<file path="src/rtl/alu_pkg.sv">
// Shared types and helpers for the ALU result stage.
package alu_pkg;

  localparam int ALU_WIDTH = 4;

  typedef struct packed {
    logic carry;
    logic zero;
    logic neg;
    logic ovf;
  } alu_flags_t;

  // Encoding is {main_v, skid_v}; 2'b01 is unreachable.
  typedef enum logic [1:0] {
    SKID_EMPTY = 2'b00,
    SKID_ONE   = 2'b10,
    SKID_FULL  = 2'b11
  } skid_state_t;

  function automatic logic calc_ovf(input logic a_msb, input logic b_msb, input logic s_msb);
    return (a_msb == b_msb) && (s_msb != a_msb);
  endfunction

endpackage

</file>
<file path="src/rtl/alu_skid_buf.sv">
// Generic 2-entry valid/ready skid buffer with a registered ready_o.
module alu_skid_buf
  import alu_pkg::*;
#(
  parameter int W = 8
) (
  input  logic         clk_i,
  input  logic         rst_ni,
  input  logic         valid_i,
  output logic         ready_o,
  input  logic [W-1:0] data_i,
  output logic         valid_o,
  input  logic         ready_i,
  output logic [W-1:0] data_o
);

  skid_state_t  state_q, state_d;
  logic [W-1:0] main_q, skid_q;
  logic         ready_q;
  logic         main_v;
  logic         accept, transfer;
  logic         load_main, load_skid, main_from_skid;

  assign main_v   = state_q[1];
  assign accept   = valid_i && ready_q;
  assign transfer = main_v && ready_i;

  always_comb begin
    state_d        = state_q;
    load_main      = 1'b0;
    load_skid      = 1'b0;
    main_from_skid = 1'b0;
    case (state_q)
      SKID_EMPTY: begin
        if (accept) begin
          state_d   = SKID_ONE;
          load_main = 1'b1;
        end
      end
      SKID_ONE: begin
        case ({accept, transfer})
          2'b10: begin
            state_d   = SKID_FULL;
            load_skid = 1'b1;
          end
          2'b11:   load_main = 1'b1;
          2'b01:   state_d   = SKID_EMPTY;
          default: ;
        endcase
      end
      SKID_FULL: begin
        if (transfer) begin
          state_d        = SKID_ONE;
          main_from_skid = 1'b1;
        end
      end
      default: state_d = SKID_EMPTY;
    endcase
  end

  // ready is the registered complement of the next skid occupancy.
  always_ff @(posedge clk_i or negedge rst_ni) begin
    if (!rst_ni) begin
      state_q <= SKID_EMPTY;
      ready_q <= 1'b0;
    end else begin
      state_q <= state_d;
      ready_q <= (state_d != SKID_FULL);
    end
  end

  always_ff @(posedge clk_i or negedge rst_ni) begin
    if (!rst_ni) begin
      main_q <= '0;
      skid_q <= '0;
    end else begin
      if (load_main) begin
        main_q <= data_i;
      end else if (main_from_skid) begin
        main_q <= skid_q;
      end
      if (load_skid) begin
        skid_q <= data_i;
      end
    end
  end

  assign valid_o = main_v;
  assign ready_o = ready_q;
  assign data_o  = main_q;

endmodule

</file>
<file path="src/rtl/alu_result_stage.sv">
// Registered ALU result stage: flag derivation, skid-buffered handshake
// and a sticky signed-overflow flag.
module alu_result_stage
  import alu_pkg::*;
#(
  parameter int N = ALU_WIDTH
) (
  input  logic         clk_i,
  input  logic         rst_ni,
  input  logic         valid_i,
  output logic         ready_o,
  input  logic [N-1:0] sum_i,
  input  logic         carry_i,
  input  logic         a_msb_i,
  input  logic         b_msb_i,
  output logic         valid_o,
  input  logic         ready_i,
  output logic [N-1:0] result_o,
  output logic         carry_o,
  output logic         zero_o,
  output logic         neg_o,
  output logic         ovf_o,
  input  logic         clr_i,
  output logic         ovf_sticky_o
);

  localparam int W = N + 4;

  alu_flags_t   in_flags, out_flags;
  logic [N-1:0] out_sum;
  logic [W-1:0] in_payload, out_payload;
  logic         sticky_q;

  // Flags are computed before the buffer so they travel with their sum.
  always_comb begin
    in_flags.carry = carry_i;
    in_flags.zero  = (sum_i == '0);
    in_flags.neg   = sum_i[N-1];
    in_flags.ovf   = calc_ovf(a_msb_i, b_msb_i, sum_i[N-1]);
  end

  assign in_payload           = {sum_i, in_flags};
  assign {out_sum, out_flags} = out_payload;

  alu_skid_buf #(
    .W (W)
  ) u_skid (
    .clk_i   (clk_i),
    .rst_ni  (rst_ni),
    .valid_i (valid_i),
    .ready_o (ready_o),
    .data_i  (in_payload),
    .valid_o (valid_o),
    .ready_i (ready_i),
    .data_o  (out_payload)
  );

  // Setting on an overflowing transfer takes priority over clr_i.
  always_ff @(posedge clk_i or negedge rst_ni) begin
    if (!rst_ni) begin
      sticky_q <= 1'b0;
    end else if (valid_o && ready_i && out_flags.ovf) begin
      sticky_q <= 1'b1;
    end else if (clr_i) begin
      sticky_q <= 1'b0;
    end
  end

  assign result_o     = out_sum;
  assign carry_o      = out_flags.carry;
  assign zero_o       = out_flags.zero;
  assign neg_o        = out_flags.neg;
  assign ovf_o        = out_flags.ovf;
  assign ovf_sticky_o = sticky_q;

endmodule

</file>
<file path="config.mk">
export PLATFORM = sky130hd
export DESIGN_NAME = alu_result_stage
export DESIGN_NICKNAME = d
export VERILOG_FILES = /design/src/rtl/alu_pkg.sv /design/src/rtl/alu_skid_buf.sv /design/src/rtl/alu_result_stage.sv
export SDC_FILE = /design/constraint.sdc
export NUM_CORES = 1
export LEC_CHECK = 0
export CORE_MARGIN = 10
export CORE_UTILIZATION = 52
export CTS_CLUSTER_SIZE = 24
export DETAILED_ROUTE_END_ITERATION = 6
export PLACE_DENSITY = 0.82
export SYNTH_ARGS = -nofsm -noshare
export SYNTH_HDL_FRONTEND = slang
export SYNTH_HIERARCHICAL = 1
export SYNTH_SLANG_ARGS = --single-unit
</file>
<file path="constraint.sdc">
create_clock -name clk_i -period 2.75 [get_ports clk_i]
set_input_delay 0.6875 -clock clk_i [delete_from_list [all_inputs] [get_ports clk_i]]
set_output_delay 0.6875 -clock clk_i [all_outputs]
set_load 0.1 [all_outputs]
</file>
==> run summary, run 1 <==
status: finished clean
CP Cell Sequence: buf_4
die area: 0.00408 mm2
number of top-level pins: 23
crit path DAT: 1320 ps
Residual DRC: 0
hold_buf cts: 0
drt first-iter violations: 39
initial antenna violation count: 0
hpwl dp: 1.73 mm
clk sinks: 20
GRT Resource Usage Total: 12.6%
CP startpoint kind: flop
cts repair resizes: 0
layout cells sized above 1: 27.4%
Fillers: 141
core area: 0.00178 mm2
Routed WL: 2.45 mm
later-pin clock latency in the skew report: 310 ps
Setup Buffers After CTS: 0
Required @ worst endpoint: 2060 ps
type of the worst min-delay path: flop to flop
P&R area growth vs syn: 23.2%
Synth warnings: 6
pwr dens: 1100 mW/mm2
total grt overflow: 0
Slew HR: 71.4%
worst-path maximum fanout: 13
max_cap viols: 0
PortBufs: 22
number of synthesized register bits: 20
n_diodes: 0
routed vias/inst: 6.16
Pre-antenna DRT Iters: 4
Critical path buffers and inverters: 1
Clock transition at path regs: 120 ps
post-route minimum period: 2010 ps
final instance area: 0.00123 mm2
CP Class: flop to output pin
synth unique cells: 17
Mapped Area: 0.00100 mm2
die height: 63.9 um
Tightest Pin Transition: 428 ps
final setup fails: 0
period utilisation layout: 72.9%
Avg WL per Cell: 18.7 um
Max Slew Vio Count: 0
Die Span X: 63.9 um
register area share after synthesis: 50.0%
Vias: 807
most frequent cells in the layout: 20 x dfrtp_1, 13 x buf_4, 11 x clkdlybuf4s50_1, 9 x o22ai_1
commonest non-fill, non-tap cell in the layout: dfrtp_1
syn avg cell area: 11.9 um2
RSZ-0062 raised after global routing: no
CP Capture Type: output pin
nets: 119
setup TNS: 0 ps
syn_nets: 96
CTS tree: built
clock tree buffer depth: 2
cts bufs inserted: 3
Antenna Nets Post-Route: 0
worst vdd ir: 0.685 mV
CP delay by family, top: flip-flops
Hold Vio Cnt, Final: 0
largest net degree at the start of global routing: 21
vias in the first global route: 866
H-tree depth: 1
post-layout util: 69.2%
Mapped Cells: 84
Slowest-stage cell, CP: dfrtp_1
first-pass GRT wire length: 4.24 mm
final hold slack: 527 ps
Leakage: 0.532 nW
Starting Density: 56.1%
slowest stage delay, CP: 630 ps
row count: 15
CTS root buf: clkbuf_4
f_max: 0.499 GHz
RD Place Congestion: 0.799
placed cell areas: 0.00120 mm2
Clock Skews: 11.7 ps
-- synthesized netlist by cell type --
library cell	count	area, um2
nor2_1	8	30.0
inv_1	3	11.3
a21o_1	1	7.51
o22ai_1	9	56.3
buf_2	4	20.0
nor2b_4	2	27.5
mux2_4	8	120
a211oi_1	8	60.1
nand2b_1	2	12.5
o32ai_1	8	70.1
nor4_2	1	12.5
nand3b_4	1	20.0
buf_6	2	22.5
nand3_1	1	5.00
nand2_1	4	15.0
o21ai_0	2	10.0
dfrtp_1	20	500
-- logic make-up (layout without fill, tap and decap cells) --
family,Yosys count,in the layout,synth area share [%]
compound gates,28,28,20.4
buf+inv,9,31,5.37
flops,20,20,50.0
mux,8,8,12.0
simple gates,19,19,12.2
-- cell type report --
class / count / area (um2) / area share (%)
Multi-Input combinational cell: 55 / 447 / 36.2
Timing Repair Buffer: 24 / 208 / 16.8
Inverter: 3 / 11.3 / 0.913
Tap cell: 25 / 31.3 / 2.54
Sequential cell: 20 / 500 / 40.6
Clock buffer: 4 / 36.3 / 2.94
-- metal layers --
| layer | wire [um] | global-route usage [%] |
|---|---|---|
| met5 | 0 | 0 |
| met4 | 42 | 5.74 |
| met3 | 149 | 3.14 |
| met2 | 1210 | 20.5 |
| met1 | 1050 | 15.1 |
-- power by group --
group / switching, mW / internal (mW) / leakage, nW
sequential: 0.0891 / 0.387 / 0.236
clock: 0.0958 / 0.0810 / 0.0210
combinational: 0.503 / 0.197 / 0.275
-- sequential cells by signal, indices dropped and copies added (netlist names) --
signal and count:
ovf_sticky_o 1, u_skid/skid_q 8, u_skid/ready_o 1, u_skid/state_q 2, u_skid/data_o 8
-- metrics by stage --
step / instances / worst slack [ps] / total power [mW]
CTS: 131 / 754 / 1.35
global route: 131 / 685 / 1.41
global placement: 127 / 502 / 1.17
finish: 131 / 744 / 1.35
floorplan: 84 / 716 / 1.02
detailed placement: 127 / 464 / 1.18
-- worst paths after layout --
check                                            start                            to  slack (ps)  depth (start not counted)
setup / recovery           u_skid/state_q[1]$_DFF_PN0_                       valid_o         740                          1
hold reg to reg               ovf_sticky_o$_DFFE_PN0P_      ovf_sticky_o$_DFFE_PN0P_         530                          2
hold / removal                ovf_sticky_o$_DFFE_PN0P_      ovf_sticky_o$_DFFE_PN0P_         530                          2
setup reg to reg           u_skid/state_q[1]$_DFF_PN0_  u_skid/skid_q[6]$_DFFE_PN0P_         870                          3
max in group asynchronous                       rst_ni  u_skid/data_o[1]$_DFFE_PN0P_        1840                          2
min in group asynchronous                       rst_ni  u_skid/data_o[6]$_DFFE_PN0P_         700                          2
Power figures use the tool's default switching activity.
==> run 2, diff against run 1 <==
--- a/config.mk
+++ b/config.mk
@@ -6,10 +6,10 @@
 export NUM_CORES = 1
 export LEC_CHECK = 0
 export CORE_MARGIN = 10
-export CORE_UTILIZATION = 52
+export CORE_UTILIZATION = 44
 export CTS_CLUSTER_SIZE = 24
 export DETAILED_ROUTE_END_ITERATION = 6
-export PLACE_DENSITY = 0.82
+export PLACE_DENSITY = 0.74
 export SYNTH_ARGS = -nofsm -noshare
 export SYNTH_HDL_FRONTEND = slang
 export SYNTH_HIERARCHICAL = 1
==> constraint.sdc (replaced) <==
create_clock -name clk_i -period 1.78 [get_ports clk_i]
set_input_delay 0.445 -clock clk_i [delete_from_list [all_inputs] [get_ports clk_i]]
set_output_delay 0.445 -clock clk_i [all_outputs]
set_load 0.1 [all_outputs]
==> run 2 against run 1 <==
  * Clock-buffer cell count is the same
  * Register-to-register slack lost 510 ps
  * Clock power grew 51%
  * Highest routed layer unchanged
==> run summary, run 2 (same netlist as run 1, synthesis figures left out) <==
status: finished clean
routed vias/inst: 5.99
Required @ worst endpoint: 1330 ps
initial antenna violation count: 0
vias in the first global route: 873
CP Class: flop to output pin
Avg WL per Cell: 18.5 um
row count: 17
PortBufs: 22
largest net degree at the start of global routing: 21
Leakage: 0.624 nW
Slew HR: 75.9%
Vias: 850
worst-path maximum fanout: 12
final instance area: 0.00145 mm2
most frequent cells in the layout: 18 x dfrtp_1, 12 x buf_12, 11 x clkdlybuf4s50_1, 9 x o22ai_1, 9 x buf_4
final setup fails: 0
cts bufs inserted: 3
placed cell areas: 0.00141 mm2
later-pin clock latency in the skew report: 310 ps
core area: 0.00219 mm2
layout cells sized above 1: 34.2%
period utilisation layout: 86.3%
CTS root buf: clkbuf_4
Final Instance Count excl. Fillers: 142
Setup Buffers After CTS: 0
pwr dens: 1640 mW/mm2
GRT Resource Usage Total: 12.0%
n_diodes: 0
CP startpoint kind: flop
die area: 0.00458 mm2
first-pass GRT wire length: 4.24 mm
Hold Vio Cnt, Final: 0
Starting Density: 45.7%
RSZ-0062 raised after global routing: no
P&R area growth vs syn: 44.9%
GR Util met1: 15.0%
Antenna Nets Post-Route: 0
post-layout util: 66.2%
routing usage on met3: 4.13%
die height: 67.7 um
f_max: 0.651 GHz
Tightest Pin Transition: 361 ps
Clock Skews: 2.64 ps
type of the worst min-delay path: input port to asynchronous set/reset pin
hold_buf cts: 0
post-route minimum period: 1540 ps
CTS tree: built
H-tree depth: 1
total grt overflow: 0
Routed WL: 2.62 mm
Pre-antenna DRT Iters: 4
Die Span X: 67.7 um
GR Util met2: 18.7%
max_cap viols: 0
clock tree buffer depth: 2
crit path DAT: 1090 ps
hpwl dp: 1.87 mm
Worst Reg2Reg Path Length in Cells: 4
cts repair resizes: 0
Pwr Total: 2.37 mW
CP Capture Type: output pin
final hold slack: 467 ps
RD Place Congestion: 0.847
Residual DRC: 0
Max Slew Vio Count: 0
grt peak-use layer: met2
Clock transition at path regs: 110 ps
number of top-level pins: 23
commonest non-fill, non-tap cell in the layout: dfrtp_1
drt first-iter violations: 60
nets: 127
dpl cells: 138
clk sinks: 20
worst vdd ir: 0.965 mV
-- run 2: per-layer routing --
layer | share of wire, % | wire (um)
met2 | 47 | 1220
met4 | 2.6 | 69
met3 | 10 | 263
met1 | 41 | 1070
met5 | 0 | 0
-- run 2: where the power goes --
| part | switching [mW] | internal (mW) | leakage [nW] |
|---|---|---|---|
| Combinational | 0.804 | 0.531 | 0.368 |
| Clock | 0.143 | 0.125 | 0.0210 |
| Sequential | 0.172 | 0.598 | 0.235 |
| Total | 1.12 | 1.25 | 0.624 |
-- run 2: area by class of cell --
cell class | count | area, um2
Multi-Input combinational cell | 55 | 447
Inverter | 3 | 11.3
Tap cell | 28 | 35.0
Clock buffer | 4 | 36.3
Fill cell | 172 | 741
Sequential cell | 20 | 503
Timing Repair Buffer | 32 | 418
-- run 2: final timing paths --
| check | from | to | slack [ps] |
|---|---|---|---|
| max in group asynchronous | rst_ni | u_skid/ready_o$_DFF_PN0_ | 1090 |
| max reg2reg | u_skid/state_q[1]$_DFF_PN0_ | u_skid/data_o[7]$_DFFE_PN0P_ | 360 |
| min | rst_ni | u_skid/data_o[3]$_DFFE_PN0P_ | 470 |
| min reg2reg | u_skid/skid_q[0]$_DFFE_PN0P_ | u_skid/skid_q[0]$_DFFE_PN0P_ | 530 |
| min in group clk_i | u_skid/skid_q[0]$_DFFE_PN0P_ | u_skid/skid_q[0]$_DFFE_PN0P_ | 530 |
| max | u_skid/state_q[1]$_DFF_PN0_ | valid_o | 240 |
-- run 2: through the flow --
| stage | worst slack, ps | setup TNS, ps |
|---|---|---|
| 2_1_floorplan | 54.4 | 0 |
| 3_3_place_gp | 16.3 | 0 |
| 3_5_place_dp | -42.9 | -76.9 |
| 4_1_cts | 246 | 0 |
| 5_1_grt | 185 | 0 |
| 6_report | 244 | 0 |
-- run 2: worst max-delay path: stages, from the launching register on --
cell and delay (ps):
dfrtp_2 420, buf_4 190, buf_12 170
==> run 3, diff against run 2 <==
--- a/config.mk
+++ b/config.mk
@@ -5,11 +5,13 @@
 export SDC_FILE = /design/constraint.sdc
 export NUM_CORES = 1
 export LEC_CHECK = 0
+export CELL_PAD_IN_SITES_DETAIL_PLACEMENT = 1
+export CELL_PAD_IN_SITES_GLOBAL_PLACEMENT = 1
 export CORE_MARGIN = 10
-export CORE_UTILIZATION = 44
+export CORE_UTILIZATION = 34
 export CTS_CLUSTER_SIZE = 24
 export DETAILED_ROUTE_END_ITERATION = 6
-export PLACE_DENSITY = 0.74
+export PLACE_DENSITY_LB_ADDON = 0.1
 export SYNTH_ARGS = -nofsm -noshare
 export SYNTH_HDL_FRONTEND = slang
 export SYNTH_HIERARCHICAL = 1
==> run 3 against run 2 <==
  * Critical path depth stayed put
  * Largest cell class unchanged
  * Final area increased by 1.8%
  * Global-route usage fell by 0.45 points
  * First-iteration DRC count fell by 10%
  * Hold slack worse by 3.0 ps
  * Non-clock buffer count is 1 higher
==> run summary, run 3 (same netlist as run 1, synthesis figures left out) <==
Residual DRC: 0
H-tree depth: 1
f_max: 0.620 GHz
CP Class: flop to output pin
vias in the first global route: 943
CTS root buf: clkbuf_4
first-pass GRT wire length: 4.95 mm
RD Place Congestion: 0.750
Pre-antenna DRT Iters: 4
n_diodes: 0
max_cap viols: 0
DP Worst Slack: -38.8 ps
worst vdd ir: 1.20 mV
commonest non-fill, non-tap cell in the layout: dfrtp_1
Hold Vio Cnt, Final: 0
Tightest Pin Transition: 398 ps
core area: 0.00278 mm2
Routed WL: 2.94 mm
final instance area: 0.00148 mm2
post-layout util: 53.1%
Max Slew Vio Count: 0
later-pin clock latency in the skew report: 310 ps
most frequent cells in the layout: 18 x dfrtp_1, 14 x buf_12, 11 x clkdlybuf4s50_1, 9 x o22ai_1
Vias: 821
number of top-level pins: 23
post-route minimum period: 1610 ps
worst-path maximum fanout: 7
Required @ worst endpoint: 1330 ps
Setup Buffers After CTS: 0
RSZ-0062 raised after global routing: no
nets: 128
setup TNS: 0 ps
Final WS setup: 167 ps
initial antenna violation count: 0
CTS tree: built
row count: 19
Starting Density: 36.0%
routed vias/inst: 5.62
die area: 0.00551 mm2
Antenna Nets Post-Route: 0
Pwr Total: 2.36 mW
Clock transition at path regs: 120 ps
Avg WL per Cell: 20.1 um
hpwl dp: 2.11 mm
Clock Skews: 6.29 ps
crit path DAT: 1170 ps
placed cell areas: 0.00145 mm2
drt first-iter violations: 54
Slew HR: 73.4%
pwr dens: 1600 mW/mm2
P&R area growth vs syn: 47.5%
total grt overflow: 0
status: finished clean
Fillers: 284
CP startpoint kind: flop
Die Span X: 74.3 um
period utilisation layout: 90.6%
final setup fails: 0
cts bufs inserted: 3
type of the worst min-delay path: input port to asynchronous set/reset pin
clk sinks: 20
largest net degree at the start of global routing: 21
Leakage: 0.635 nW
layout cells sized above 1: 33.9%
PortBufs: 22
die height: 74.3 um
clock tree buffer depth: 2
cts repair resizes: 0
CP Capture Type: output pin
hold_buf cts: 0
GRT Resource Usage Total: 11.5%
==> run 3: metrics by stage <==
stage               cells  hold WS [ps]
floorplan              84           149
detailed placement    142           499
global route          146           451
global placement      142           502
CTS                   146           469
finish                146           464
==> run 3: where the power goes <==
part | switching, mW | internal (mW) | leakage (nW) | total, mW
clock | 0.144 | 0.0876 | 0.0150 | 0.232
combinational | 0.803 | 0.546 | 0.385 | 1.35
sequential | 0.180 | 0.598 | 0.235 | 0.778
total | 1.13 | 1.23 | 0.635 | 2.36
==> run 3: routing by layer <==
| layer | global-route usage, % | share of wire [%] |
|---|---|---|
| met2 | 17.7 | 48 |
| met3 | 4.52 | 6.9 |
| met4 | 2.64 | 0.48 |
| met5 | 0 | 0 |
| met1 | 15.0 | 44 |
==> run 3: worst max-delay path, cell delays in order, from the launching register on <==
cell     delay [ps]
dfrtp_2         470
buf_4           210
buf_12          180
==> run 3: path summary, 6_finish.rpt <==
check	cells after the start	slack, ps	start	to
hold / removal	2	460	rst_ni	u_skid/state_q[1]$_DFF_PN0_
max in group asynchronous	2	1090	rst_ni	u_skid/ready_o$_DFF_PN0_
hold reg to reg	1	530	u_skid/skid_q[2]$_DFFE_PN0P_	u_skid/skid_q[2]$_DFFE_PN0P_
setup / recovery	2	170	u_skid/state_q[1]$_DFF_PN0_	valid_o
min in group clk_i	1	530	u_skid/skid_q[2]$_DFFE_PN0P_	u_skid/skid_q[2]$_DFFE_PN0P_
setup reg to reg	4	420	u_skid/state_q[1]$_DFF_PN0_	u_skid/skid_q[7]$_DFFE_PN0P_
==> run 3: cell type report <==
cell class	count	area [um2]	area share, %
repair buffers	33	450	30.5
inverters	3	11.3	0.763
flip-flops and latches	20	503	34.1
well taps	31	38.8	2.63
clock buffers	4	26.3	1.78
multi-input cells	55	447	30.3
